$ cat config.mk
export PLATFORM = sky130hd
export DESIGN_NAME = output_deskew_collector_flat
export DESIGN_NICKNAME = d
export VERILOG_FILES = /design/src/rtl/tpu_pkg.sv /design/src/rtl/output_deskew_collector_if.sv /design/src/rtl/deskew_row_fifo.sv /design/src/rtl/output_deskew_collector.sv /design/src/flat_wrapper.sv
export SDC_FILE = /design/constraint.sdc
export NUM_CORES = 1
export LEC_CHECK = 0
export ABC_AREA = 1
export BUFFER_PORTS_ARGS = -buffer_cell sky130_fd_sc_hd__buf_2
export CORE_MARGIN = 2
export CORE_UTILIZATION = 25
export CTS_CLUSTER_DIAMETER = 200
export CTS_CLUSTER_SIZE = 25
export DETAILED_ROUTE_END_ITERATION = 10
export MAX_ROUTING_LAYER = met4
export PLACE_DENSITY = 0.44
export SYNTH_ARGS = -nofsm -noshare
export SYNTH_HDL_FRONTEND = slang
export SYNTH_SLANG_ARGS = --single-unit
$ cat constraint.sdc
create_clock -name clk -period 6.4 [get_ports clk]
set_input_delay 0.64 -clock clk [delete_from_list [all_inputs] [get_ports clk]]
set_output_delay 0.64 -clock clk [all_outputs]
set_load 0.05 [all_outputs]
$ cat src/rtl/tpu_pkg.sv
// Shared TPU definitions: collector FSM states and row-counter width.
package tpu_pkg;

  typedef enum logic [1:0] {
    ST_IDLE    = 2'd0,
    ST_COLLECT = 2'd1,
    ST_DRAIN   = 2'd2
  } collector_state_e;

  localparam int ROW_CNT_W = 16;

endpackage

$ cat src/rtl/output_deskew_collector_if.sv
// Skewed-column input bus and aligned-row output stream of the deskew collector.
// Handshake: a row moves downstream in any cycle where out_valid and out_ready
// are both high; while out_valid is high and out_ready is low, out_valid,
// data_out and out_last hold.  in_valid has no back-pressure.
interface output_deskew_collector_if #(
  parameter int ARRAY_SIZE = 4,
  parameter int ACC_WIDTH  = 32,
  parameter int OUT_WIDTH  = 16
);
  logic                                 in_valid;
  logic [ARRAY_SIZE-1:0][ACC_WIDTH-1:0] data_in;
  logic                                 out_valid;
  logic                                 out_ready;
  logic                                 out_last;
  logic [ARRAY_SIZE-1:0][OUT_WIDTH-1:0] data_out;

  modport master (
    output in_valid, data_in, out_ready,
    input  out_valid, data_out, out_last
  );

  modport slave (
    input  in_valid, data_in, out_ready,
    output out_valid, data_out, out_last
  );
endinterface

$ cat src/rtl/deskew_row_fifo.sv
// Show-ahead row FIFO with full/empty flags and simultaneous push/pop.
// A push on a full FIFO is accepted only when a pop happens in the same cycle.
module deskew_row_fifo #(
  parameter int WIDTH = 65,
  parameter int DEPTH = 8
) (
  input  logic             clk,
  input  logic             rst_n,
  input  logic             clr,
  input  logic             push,
  input  logic [WIDTH-1:0] wdata,
  input  logic             pop,
  output logic [WIDTH-1:0] rdata,
  output logic             full,
  output logic             empty
);

  localparam int AW = (DEPTH > 1) ? $clog2(DEPTH) : 1;

  logic [AW:0]      wr_ptr_q, wr_ptr_d;
  logic [AW:0]      rd_ptr_q, rd_ptr_d;
  logic [WIDTH-1:0] mem_q [DEPTH];
  logic             do_push, do_pop;

  assign empty   = (wr_ptr_q == rd_ptr_q);
  assign full    = (wr_ptr_q[AW] != rd_ptr_q[AW]) &&
                   (wr_ptr_q[AW-1:0] == rd_ptr_q[AW-1:0]);
  assign do_pop  = pop && !empty;
  assign do_push = push && (!full || do_pop);
  assign rdata   = mem_q[rd_ptr_q[AW-1:0]];

  // next pointer values; clear wins over any push/pop
  always_comb begin
    wr_ptr_d = wr_ptr_q;
    rd_ptr_d = rd_ptr_q;
    if (clr) begin
      wr_ptr_d = '0;
      rd_ptr_d = '0;
    end else begin
      if (do_push) wr_ptr_d = wr_ptr_q + 1'b1;
      if (do_pop)  rd_ptr_d = rd_ptr_q + 1'b1;
    end
  end

  // pointer registers
  always_ff @(posedge clk or negedge rst_n) begin
    if (!rst_n) begin
      wr_ptr_q <= '0;
      rd_ptr_q <= '0;
    end else begin
      wr_ptr_q <= wr_ptr_d;
      rd_ptr_q <= rd_ptr_d;
    end
  end

  // storage write; contents are don't-care until written
  always_ff @(posedge clk) begin
    if (do_push && !clr) mem_q[wr_ptr_q[AW-1:0]] <= wdata;
  end

endmodule

$ cat src/rtl/output_deskew_collector.sv
// Output deskew collector: realigns skewed systolic column outputs into rows,
// narrows each element to OUT_WIDTH and buffers rows for a ready/valid consumer.
// Optional feature macro: DESKEW_SATURATE_EN -- when defined, narrowing clamps
// to the signed OUT_WIDTH range; otherwise it keeps the low bits (wrap).
module output_deskew_collector
  import tpu_pkg::*;
#(
  parameter int ARRAY_SIZE = 4,
  parameter int ACC_WIDTH  = 32,
  parameter int OUT_WIDTH  = 16,
  parameter int FIFO_DEPTH = 8
) (
  input  logic                   clk,
  input  logic                   rst_n,
  input  logic                   start,
  input  logic [ROW_CNT_W-1:0]   num_rows,
  input  logic                   flush,
  output_deskew_collector_if.slave bus,
  output logic                   busy,
  output logic                   done,
  output logic                   overflow,
  output collector_state_e       state_dbg
);

  localparam int NSTG = ARRAY_SIZE - 1;
  localparam int EW   = ARRAY_SIZE * OUT_WIDTH + 1;

  logic [ACC_WIDTH-1:0]                 aligned_acc [ARRAY_SIZE];
  logic                                 aligned_valid;
  logic [ARRAY_SIZE-1:0][OUT_WIDTH-1:0] row_narrow;

  // ---------------- column deskew: column k gets NSTG-k stages ----------------
  for (genvar k = 0; k < ARRAY_SIZE; k++) begin : g_col
    localparam int NS = ARRAY_SIZE - 1 - k;
    if (NS == 0) begin : g_pass
      assign aligned_acc[k] = bus.data_in[k];
    end else begin : g_dly
      logic [ACC_WIDTH-1:0] pipe_q [NS];
      logic [ACC_WIDTH-1:0] pipe_d [NS];

      // shift column k toward row alignment; flush empties the chain
      always_comb begin
        for (int i = 0; i < NS; i++) pipe_d[i] = '0;
        if (!flush) begin
          pipe_d[0] = bus.data_in[k];
          for (int i = 1; i < NS; i++) pipe_d[i] = pipe_q[i-1];
        end
      end

      // column delay registers
      always_ff @(posedge clk or negedge rst_n) begin
        if (!rst_n) begin
          for (int i = 0; i < NS; i++) pipe_q[i] <= '0;
        end else begin
          pipe_q <= pipe_d;
        end
      end

      assign aligned_acc[k] = pipe_q[NS-1];
    end
  end

  // ---------------- valid delay matching the deepest column ----------------
  if (NSTG == 0) begin : g_vpass
    assign aligned_valid = bus.in_valid;
  end else begin : g_vdly
    logic vld_q [NSTG];
    logic vld_d [NSTG];

    // delay in_valid so it lands with the aligned row
    always_comb begin
      for (int i = 0; i < NSTG; i++) vld_d[i] = 1'b0;
      if (!flush) begin
        vld_d[0] = bus.in_valid;
        for (int i = 1; i < NSTG; i++) vld_d[i] = vld_q[i-1];
      end
    end

    // valid delay registers
    always_ff @(posedge clk or negedge rst_n) begin
      if (!rst_n) begin
        for (int i = 0; i < NSTG; i++) vld_q[i] <= 1'b0;
      end else begin
        vld_q <= vld_d;
      end
    end

    assign aligned_valid = vld_q[NSTG-1];
  end

  // ---------------- narrowing ahead of FIFO storage ----------------
  function automatic logic [OUT_WIDTH-1:0] narrow(input logic [ACC_WIDTH-1:0] v);
`ifdef DESKEW_SATURATE_EN
    logic signed [ACC_WIDTH-1:0] sv;
    logic signed [ACC_WIDTH-1:0] lim_hi;
    logic signed [ACC_WIDTH-1:0] lim_lo;
    sv     = $signed(v);
    lim_hi = $signed({{(ACC_WIDTH-OUT_WIDTH+1){1'b0}}, {(OUT_WIDTH-1){1'b1}}});
    lim_lo = $signed({{(ACC_WIDTH-OUT_WIDTH+1){1'b1}}, {(OUT_WIDTH-1){1'b0}}});
    if (sv > lim_hi)      narrow = {1'b0, {(OUT_WIDTH-1){1'b1}}};
    else if (sv < lim_lo) narrow = {1'b1, {(OUT_WIDTH-1){1'b0}}};
    else                  narrow = v[OUT_WIDTH-1:0];
`else
    narrow = v[OUT_WIDTH-1:0];
`endif
  endfunction

  // narrow every aligned element
  always_comb begin
    row_narrow = '0;
    for (int k = 0; k < ARRAY_SIZE; k++) row_narrow[k] = narrow(aligned_acc[k]);
  end

  // ---------------- control ----------------
  collector_state_e       state_q, state_d;
  logic [ROW_CNT_W-1:0]   row_cnt_q, row_cnt_d;
  logic [ROW_CNT_W-1:0]   num_rows_q, num_rows_d;
  logic                   done_q, done_d;
  logic                   ovf_q, ovf_d;
  logic                   fifo_push, fifo_pop, fifo_full, fifo_empty;
  logic                   is_last;
  logic [EW-1:0]          fifo_rdata;

  // next-state, row counting, push/drop decision
  always_comb begin
    state_d    = state_q;
    row_cnt_d  = row_cnt_q;
    num_rows_d = num_rows_q;
    ovf_d      = ovf_q;
    done_d     = 1'b0;
    fifo_push  = 1'b0;
    fifo_pop   = !fifo_empty && bus.out_ready;
    is_last    = (row_cnt_q == num_rows_q - 1'b1);
    if (flush) begin
      state_d   = ST_IDLE;
      row_cnt_d = '0;
      ovf_d     = 1'b0;
    end else begin
      case (state_q)
        ST_IDLE: begin
          if (start) begin
            row_cnt_d  = '0;
            ovf_d      = 1'b0;
            num_rows_d = num_rows;
            state_d    = (num_rows != '0) ? ST_COLLECT : ST_DRAIN;
          end
        end
        ST_COLLECT: begin
          if (aligned_valid) begin
            row_cnt_d = row_cnt_q + 1'b1;
            if (!fifo_full || fifo_pop) fifo_push = 1'b1;
            else                        ovf_d     = 1'b1;
            if (row_cnt_d == num_rows_q) state_d = ST_DRAIN;
          end
        end
        ST_DRAIN: begin
          if (fifo_empty) begin
            state_d = ST_IDLE;
            done_d  = 1'b1;
          end
        end
        default: state_d = ST_IDLE;
      endcase
    end
  end

  // control registers
  always_ff @(posedge clk or negedge rst_n) begin
    if (!rst_n) begin
      state_q    <= ST_IDLE;
      row_cnt_q  <= '0;
      num_rows_q <= '0;
      done_q     <= 1'b0;
      ovf_q      <= 1'b0;
    end else begin
      state_q    <= state_d;
      row_cnt_q  <= row_cnt_d;
      num_rows_q <= num_rows_d;
      done_q     <= done_d;
      ovf_q      <= ovf_d;
    end
  end

  deskew_row_fifo #(
    .WIDTH (EW),
    .DEPTH (FIFO_DEPTH)
  ) u_fifo (
    .clk   (clk),
    .rst_n (rst_n),
    .clr   (flush),
    .push  (fifo_push),
    .wdata ({is_last, row_narrow}),
    .pop   (fifo_pop),
    .rdata (fifo_rdata),
    .full  (fifo_full),
    .empty (fifo_empty)
  );

  // outputs are gated by empty so unwritten storage never reaches the port
  assign bus.out_valid = !fifo_empty;
  assign bus.data_out  = fifo_empty ? '0 : fifo_rdata[EW-2:0];
  assign bus.out_last  = !fifo_empty && fifo_rdata[EW-1];
  assign busy          = (state_q != ST_IDLE);
  assign done          = done_q;
  assign overflow      = ovf_q;
  assign state_dbg     = state_q;

endmodule
$ cat src/flat_wrapper.sv
// flat-port wrapper written by rule: the top's interface ports become plain ports
module output_deskew_collector_flat import tpu_pkg::*;
#(
  parameter int ARRAY_SIZE = 4,
  parameter int ACC_WIDTH  = 32,
  parameter int OUT_WIDTH  = 16,
  parameter int FIFO_DEPTH = 8
)
  (clk, rst_n, start, num_rows, flush, busy, done, overflow, state_dbg, bus_in_valid, bus_data_in, bus_out_ready, bus_out_valid, bus_data_out, bus_out_last);
  output_deskew_collector_if #(.ARRAY_SIZE(ARRAY_SIZE), .ACC_WIDTH(ACC_WIDTH), .OUT_WIDTH(OUT_WIDTH)) bus_i ();
  input  logic clk;
  input  logic rst_n;
  input  logic start;
  input  logic [ROW_CNT_W-1:0] num_rows;
  input  logic flush;
  output logic busy;
  output logic done;
  output logic overflow;
  output collector_state_e state_dbg;
  input wire logic [$bits(bus_i.in_valid)-1:0] bus_in_valid;
  input wire logic [$bits(bus_i.data_in)-1:0] bus_data_in;
  input wire logic [$bits(bus_i.out_ready)-1:0] bus_out_ready;
  output wire logic [$bits(bus_i.out_valid)-1:0] bus_out_valid;
  output wire logic [$bits(bus_i.data_out)-1:0] bus_data_out;
  output wire logic [$bits(bus_i.out_last)-1:0] bus_out_last;
  assign bus_i.in_valid = bus_in_valid;
  assign bus_i.data_in = bus_data_in;
  assign bus_i.out_ready = bus_out_ready;
  assign bus_out_valid = bus_i.out_valid;
  assign bus_data_out = bus_i.data_out;
  assign bus_out_last = bus_i.out_last;
  output_deskew_collector #(.ARRAY_SIZE(ARRAY_SIZE), .ACC_WIDTH(ACC_WIDTH), .OUT_WIDTH(OUT_WIDTH), .FIFO_DEPTH(FIFO_DEPTH)) u_core (.clk(clk), .rst_n(rst_n), .start(start), .num_rows(num_rows), .flush(flush), .bus(bus_i), .busy(busy), .done(done), .overflow(overflow), .state_dbg(state_dbg));
endmodule
==> results.yml, run 1 <==
run_status:
  status: "completed"
detailed_routing:
  drt_wl_total_um: 71400
  first_pass_iters: 5
  drc: 0
  vias_per_cell: 4.43
  vias: 16579
  drt_first_iter_violations: 1137
  antenna_left: 0
  post_drt_wl_per_cell_um: 19.1
sta:
  drv_slew: 0
  max_freq_ghz: 0.227
  hold_violations: 0
  rsz0062_at_grt: "false"
  worst_slack_ns: 2.00
  fin_crit_sh_pct: 68.8
  worstMarginPinSlew_ns: 0.962
  layout_min_cycle_time_ns: 4.40
  final-setup-viol-count: 0
  fin_skew_ns: 0.0196
  relSlewSlack_pct: 35.7
  fin_setup_tns_ns: 0
synthesis:
  synthDistinctLibCells: 34
  synth_area_um2: 26400
  yosys.area_share.adder_pct: 0.190
  avgSynthCellArea_um2: 11.8
  synth_compound_area_share_pct: 10.2
  synth_mux_area_share_pct: 0.171
  yosysWarningCount: 0
  ys_seq_area_share_pct: 72.7
  synth_xor_area_share_pct: 1.07
  synthSimpleGateAreaFrac_pct: 11.2
  synth-seq-cells: 663
  syn-num-nets: 2395
  syn_inst: 2241
  synth_top_family_by_area: "simple AND/OR/NAND/NOR gates"
run:
  cap_viol_max_count: 0
placement:
  dp_slack_ns: 2.12
  dpl.hpwl_um: 36500
  gp_congestion: 0.805
  numPortBuffers: 156
hold_path:
  hold_path_class: "input port to flop"
setup_path:
  r2r_cells: 8
  worstSetupEndpointType: "output pin"
  crit_path_end: "bus_data_out[23]"
  startpoint: "u_core.u_fifo.rd_ptr_q[0]"
  critPathArrivalTime_ns: 3.76
  worst_setup_path_start_kind: "flop"
  crit_required_ns: 5.76
  crit_fanout: 42
  r2r-start: "u_core.state_dbg[1]"
  crit_type: "flop to output pin"
  r2r_slack_ns: 2.88
  timing.rr.end: "u_core.u_fifo.mem_q[6][57]"
global_route:
  grt_pass1_vias: 16636
  grt_max_degree: 121
  grt_pass1_wl_um: 105000
  gr-total-overflow: 0
  grt_usage_pct: 13.2
  use_met3_pct: 1.55
  grt_antenna_before_repair: 0
  use_met1_pct: 17.8
  grtUsageMet2_pct: 21.5
  busiest_layer: "met2"
cells_and_area:
  n_fill_cell: 10753
  nNetsFinal: 2485
  area_growth_pct: 12.5
  n_antenna_cell: 0
  layout-drive-gt1-share_pct: 10.7
floorplanning:
  num_io_pins: 221
  die_width_um: 329
  core_area_um2: 105000
  die_y_um: 329
  dieArea_um2: 108000
  start_util_pct: 25.1
  fp-row-count: 119
clock_network:
  cts_tree: "built"
  post_cts_buffers: 0
  hold_buffers: 1
  clk_latency_ns: 0.64
  cts_resized: 0
  cts_made_buffers: 30
  cts_max_level: 1
  cts_sinks: 663
  cts_buffer_depth: 3
  root_buffer: "clkbuf_16"
  clk_pin_slew_ns: 0.11
power:
  p_per_area_nw_per_um2: 306
  ir_drop_mv: 0.211
  p_leak_nw: 10.9
where the power goes:
group	switching [mW]	internal [mW]	total, mW
logic	1.44	0.517	1.96
registers	0.137	4.72	4.86
clock network	1.34	0.924	2.26
cells in the mapped netlist:
library cell	n	area share, %
nor2_1	544	7.7
edfxtp_1	520	59
o21ai_0	342	6.5
inv_1	165	2.3
dfrtp_1	143	14
nand2_1	119	1.7
clkbuf_1	81	1.2
o22ai_1	70	1.7
a31oi_1	65	1.5
nand3_1	42	0.80
buf_2	32	0.61
xor2_1	22	0.73
a21oi_1	13	0.25
nor3_1	11	0.21
o21ai_1	10	0.19
buf_1	9	0.13
nand4_1	9	0.21
nor2_2	7	0.17
nor2_4	5	0.21
xnor2_1	5	0.17
ha_1	4	0.19
mux2_2	4	0.17
nand2_2	4	0.095
buf_4	2	0.057
inv_2	2	0.028
o21a_1	2	0.057
xnor3_1	2	0.17
a211oi_1	1	0.028
clkinv_2	1	0.019
nand2_4	1	0.043
nand2b_1	1	0.024
nor4_1	1	0.024
o21ai_2	1	0.033
or2_2	1	0.024
final cells by class:
cell class,count,area (µm²),area share [%]
Sequential cell,663,19200,64.7
Multi-Input combinational cell,1286,6120,20.6
Tap cell,1391,1740,5.86
Timing Repair Buffer,182,1100,3.71
Clock buffer,55,866,2.92
Inverter,168,642,2.16
Clock inverter,1,16.3,0.0548
state kept, by name (all words and copies together), names as in the netlist:
name	count
u_core.g_col.g_dly.pipe_q	64
u_core.aligned_acc	32
u_core.g_vdly.vld_q	2
u_core.u_fifo.mem_q	520
u_core.overflow	1
u_core.u_fifo.rd_ptr_q	4
u_core.u_fifo.wr_ptr_q	4
u_core.state_dbg	2
u_core.done	1
u_core.num_rows_q	16
u_core.aligned_valid	1
u_core.row_cnt_q	16
worst min path at each step:
stage | slack [ns] | startpoint | to | depth (start not counted)
floorplan | 0.34 | rst_n | u_core.aligned_acc[100] | 0
global placement | 0.44 | u_core.g_col[0].g_dly.pipe_q[47] | u_core.aligned_acc[111] | 2
detailed placement | 0.45 | u_core.g_col[1].g_dly.pipe_q[41] | u_core.aligned_acc[73] | 2
CTS | 0.11 | bus_in_valid | u_core.g_vdly.vld_q[2] | 3
global route | 0.14 | bus_in_valid | u_core.g_vdly.vld_q[2] | 3
finish | 0.18 | bus_in_valid | u_core.g_vdly.vld_q[2] | 3
layout by cell type, fill, tap and decap left out, drive strengths merged:
cell type and instances:
nor2 556, ha 4, dlygate4sd3 1, mux2 4
or2 1, nor3 11, o21ai 353, a31oi 65
nand3 42, dfrtp 143, xnor3 2, buf 181
o22ai 70, xnor2 5, edfxtp 520, clkinv 2
o21a 2, inv 167, a211oi 1, nand4 9
nand2b 1, nor4 1, clkbuf 55, a21oi 13
nand2 124, xor2 22
metal layers:
layer  part of all wire (%)  routed length (µm)
met4                    1.5                1070
met3                    4.4                3130
met2                     47               33700
met1                     47               33400
met5                      0                   0
per-stage QoR:
stage          total power [mW]  hold slack [ns]  utilization [%]  instance area [µm²]  cells
2_1_floorplan              6.30            0.344                -                26400   2241
3_3_place_gp               6.91            0.440             27.4                28800   3689
3_5_place_dp               6.95            0.446             27.4                28800   3689
4_1_cts                    9.24            0.114             28.3                29700   3746
5_1_grt                    9.56            0.136             28.3                29700   3746
6_report                   9.08            0.183             28.3                29700   3746
critical path: stages (launching register included):
cell and delay, ns:
dfrtp_4 0.69, xnor2_1 0.21, nand2_1 0.07, nor2_1 0.07, nand2_4 0.56, buf_4 0.60
o21ai_0 0.20, a31oi_1 0.32, buf_2 0.33
logic make-up (layout without fill, tap and decap cells):
family                   count (synthesis)  count (layout)
AND/OR/NAND/NOR                        745             745
flip-flops                             663             663
AO/OA/AOI/OAI                          504             504
buffers and inverters                  292             406
XOR/XNOR                                29              29
adder cells (fa/ha/maj)                  4               4
multiplexers                             4               4
No activity file was read; power rests on OpenSTA's default activity.
==> run 2, diff against run 1 <==
==> constraint.sdc (replaced) <==
create_clock -name clk -period 4 [get_ports clk]
set_input_delay 0.4 -clock clk [delete_from_list [all_inputs] [get_ports clk]]
set_output_delay 0.4 -clock clk [all_outputs]
set_load 0.05 [all_outputs]
==> run 2 against run 1 <==
Net effect:
- register-to-register slack worse by 1.8 ns
- sequential power grew 59%
- flip-flop and latch count did not move
- global-route usage grew 0.12 points
- utilization is 1.0 points higher
- power increased by 61%
- worst hold slack lost 0.12 ns
- final cell count grew 2.6%
- first-iteration DRC count decreased by 15%
- critical path depth shrank 2
- non-clock buffer count is 96 higher
- critical path type unchanged
- largest power group unchanged
==> results.yml, run 2 (synthesis gave the netlist of run 1 again) <==
placement:
  numPortBuffers: 156
  place_inst: 3706
  dpl.hpwl_um: 37700
  gp_congestion: 0.806
clock_network:
  hold_buffers: 80
  cts_tree: "built"
  cts_sinks: 663
  post_cts_buffers: 0
  cts_made_buffers: 30
  clk_pin_slew_ns: 0.12
  cts_resized: 0
  root_buffer: "clkbuf_16"
  cts_max_level: 1
  clk_latency_ns: 0.65
  cts_buffer_depth: 3
power:
  ir_drop_mv: 0.431
  p_per_area_nw_per_um2: 477
  p_comb_share_pct: 22.3
  switching_power_mw: 4.69
  switching_share_pct: 32.0
  pwr-share-clk_pct: 24.8
  power.total_mw: 14.7
  p_int_mw: 9.96
  p_leak_nw: 11.3
  pwr-share-seq_pct: 52.9
cells_and_area:
  largest_register_ffs: 520
  final_cell_mix: "nor2_1, edfxtp_1, o21ai_0"
  utilization_pct: 29.3
  final_common_cell: "nor2_1"
  nNetsFinal: 2581
  multi_input_area_um2: 6120
  stdcell_count: 3843
  n_fill_cell: 10663
  final-seq-area_um2: 19200
  area_growth_pct: 16.5
  layout-drive-gt1-share_pct: 10.9
sta:
  final-setup-viol-count: 0
  whs_ns: 0.0640
  layout_min_cycle_time_ns: 3.58
  fin_crit_sh_pct: 89.5
  worstMarginPinSlew_ns: 0.956
  rsz0062_at_grt: "false"
  hold_violations: 0
  max_freq_ghz: 0.279
  relSlewSlack_pct: 36.1
  drv_slew: 0
  fin_skew_ns: 0.0347
hold_path:
  hold_path_class: "input port to flop"
  hold_depth: 3
detailed_routing:
  drt_first_iter_violations: 968
  drt_wl_total_um: 71100
  first_pass_iters: 5
  antenna_left: 0
  vias_per_cell: 4.40
  vias: 16917
  post_drt_wl_per_cell_um: 18.5
  drc: 0
global_route:
  grt_pass1_vias: 17378
  grt_antenna_before_repair: 1
  gr-total-overflow: 0
  grt_usage_pct: 13.3
  grt_max_degree: 133
  grt_pass1_wl_um: 106000
setup_path:
  crit_fanout: 42
  crit_slowest_cell: "dfrtp_1"
  crit_type: "flop to output pin"
  crit_required_ns: 3.60
  r2r_cells: 10
  worst_setup_path_start_kind: "flop"
  crit_path_max_incr_delay_ns: 0.56
  cp_cell_sequence: "xor2_1, nor2_1, nand2_4, o21ai_0, a31oi_1, buf_2"
  worstSetupEndpointType: "output pin"
  critPathArrivalTime_ns: 3.18
floorplanning:
  core_area_um2: 105000
  die_y_um: 329
  dieArea_um2: 108000
  start_util_pct: 25.1
  die_width_um: 329
  fp-row-count: 119
  num_io_pins: 221
run_status:
  status: "completed"
run:
  cap_viol_max_count: 0
-- run 2: cell types whose count changed in the layout (fill, tap and decap cells not counted), sizes merged --
cell	change
dlygate4sd3	+79
buf	+17
diode	+1
-- run 2: stage by stage --
step                instance area [µm²]  setup TNS [ns]  setup WS, ns
global placement                  29100               0          1.09
global route                      30700               0         0.198
CTS                               30700               0         0.324
detailed placement                29100               0          1.10
floorplan                         26400         -253.68        -0.625
finish                            30700               0         0.421
-- run 2: worst paths after layout --
path                                                   from                          endpoint  slack (ns)
max in group asynchronous                             rst_n            u_core.aligned_acc[71]        2.68
hold reg to reg            u_core.g_col[1].g_dly.pipe_q[40]            u_core.aligned_acc[72]        0.46
hold / removal                                 num_rows[15]             u_core.num_rows_q[15]        0.06
setup reg to reg                       u_core.num_rows_q[0]        u_core.u_fifo.mem_q[0][64]        1.07
min in group asynchronous                             rst_n  u_core.g_col[1].g_dly.pipe_q[38]        0.42
setup / recovery                  u_core.u_fifo.wr_ptr_q[2]                  bus_data_out[16]        0.42
-- run 2: layout make-up --
cell class	count	share of cell area, %
sequential	663	62.5
multi-input combinational	1286	19.9
timing repair buffer	278	7.01
clock buffer	55	2.82
tap	1391	5.66
clock inverter	1	0.0529
inverter	168	2.09
antenna	1	0.00814
-- run 2: routing by layer --
| layer | routed length, µm | GRT usage, % |
|---|---|---|
| met1 | 33400 | 17.8 |
| met2 | 34100 | 21.9 |
| met3 | 2740 | 1.76 |
| met4 | 788 | 2.16 |
| met5 | 0 | - |
-- run 2: power by group through the flow --
| stage | registers [mW] | logic, mW | clock network (mW) |
|---|---|---|---|
| floorplan | 7.85 | 2.24 | 0 |
| global placement | 7.90 | 3.22 | 0 |
| detailed placement | 7.90 | 3.26 | 0 |
| CTS | 7.75 | 3.33 | 3.82 |
| global route | 7.78 | 3.64 | 4.05 |
| finish | 7.75 | 3.27 | 3.63 |
-- run 2: critical path: cells and delay by family (launching register included) --
family                    cells  cell delay, ns
AOI/OAI and AO/OA             2            0.72
xor gates and xnor gates      1            0.18
buffers and inverters         1            0.36
DFF                           1            0.56
and+or+nand+nor               2            0.66
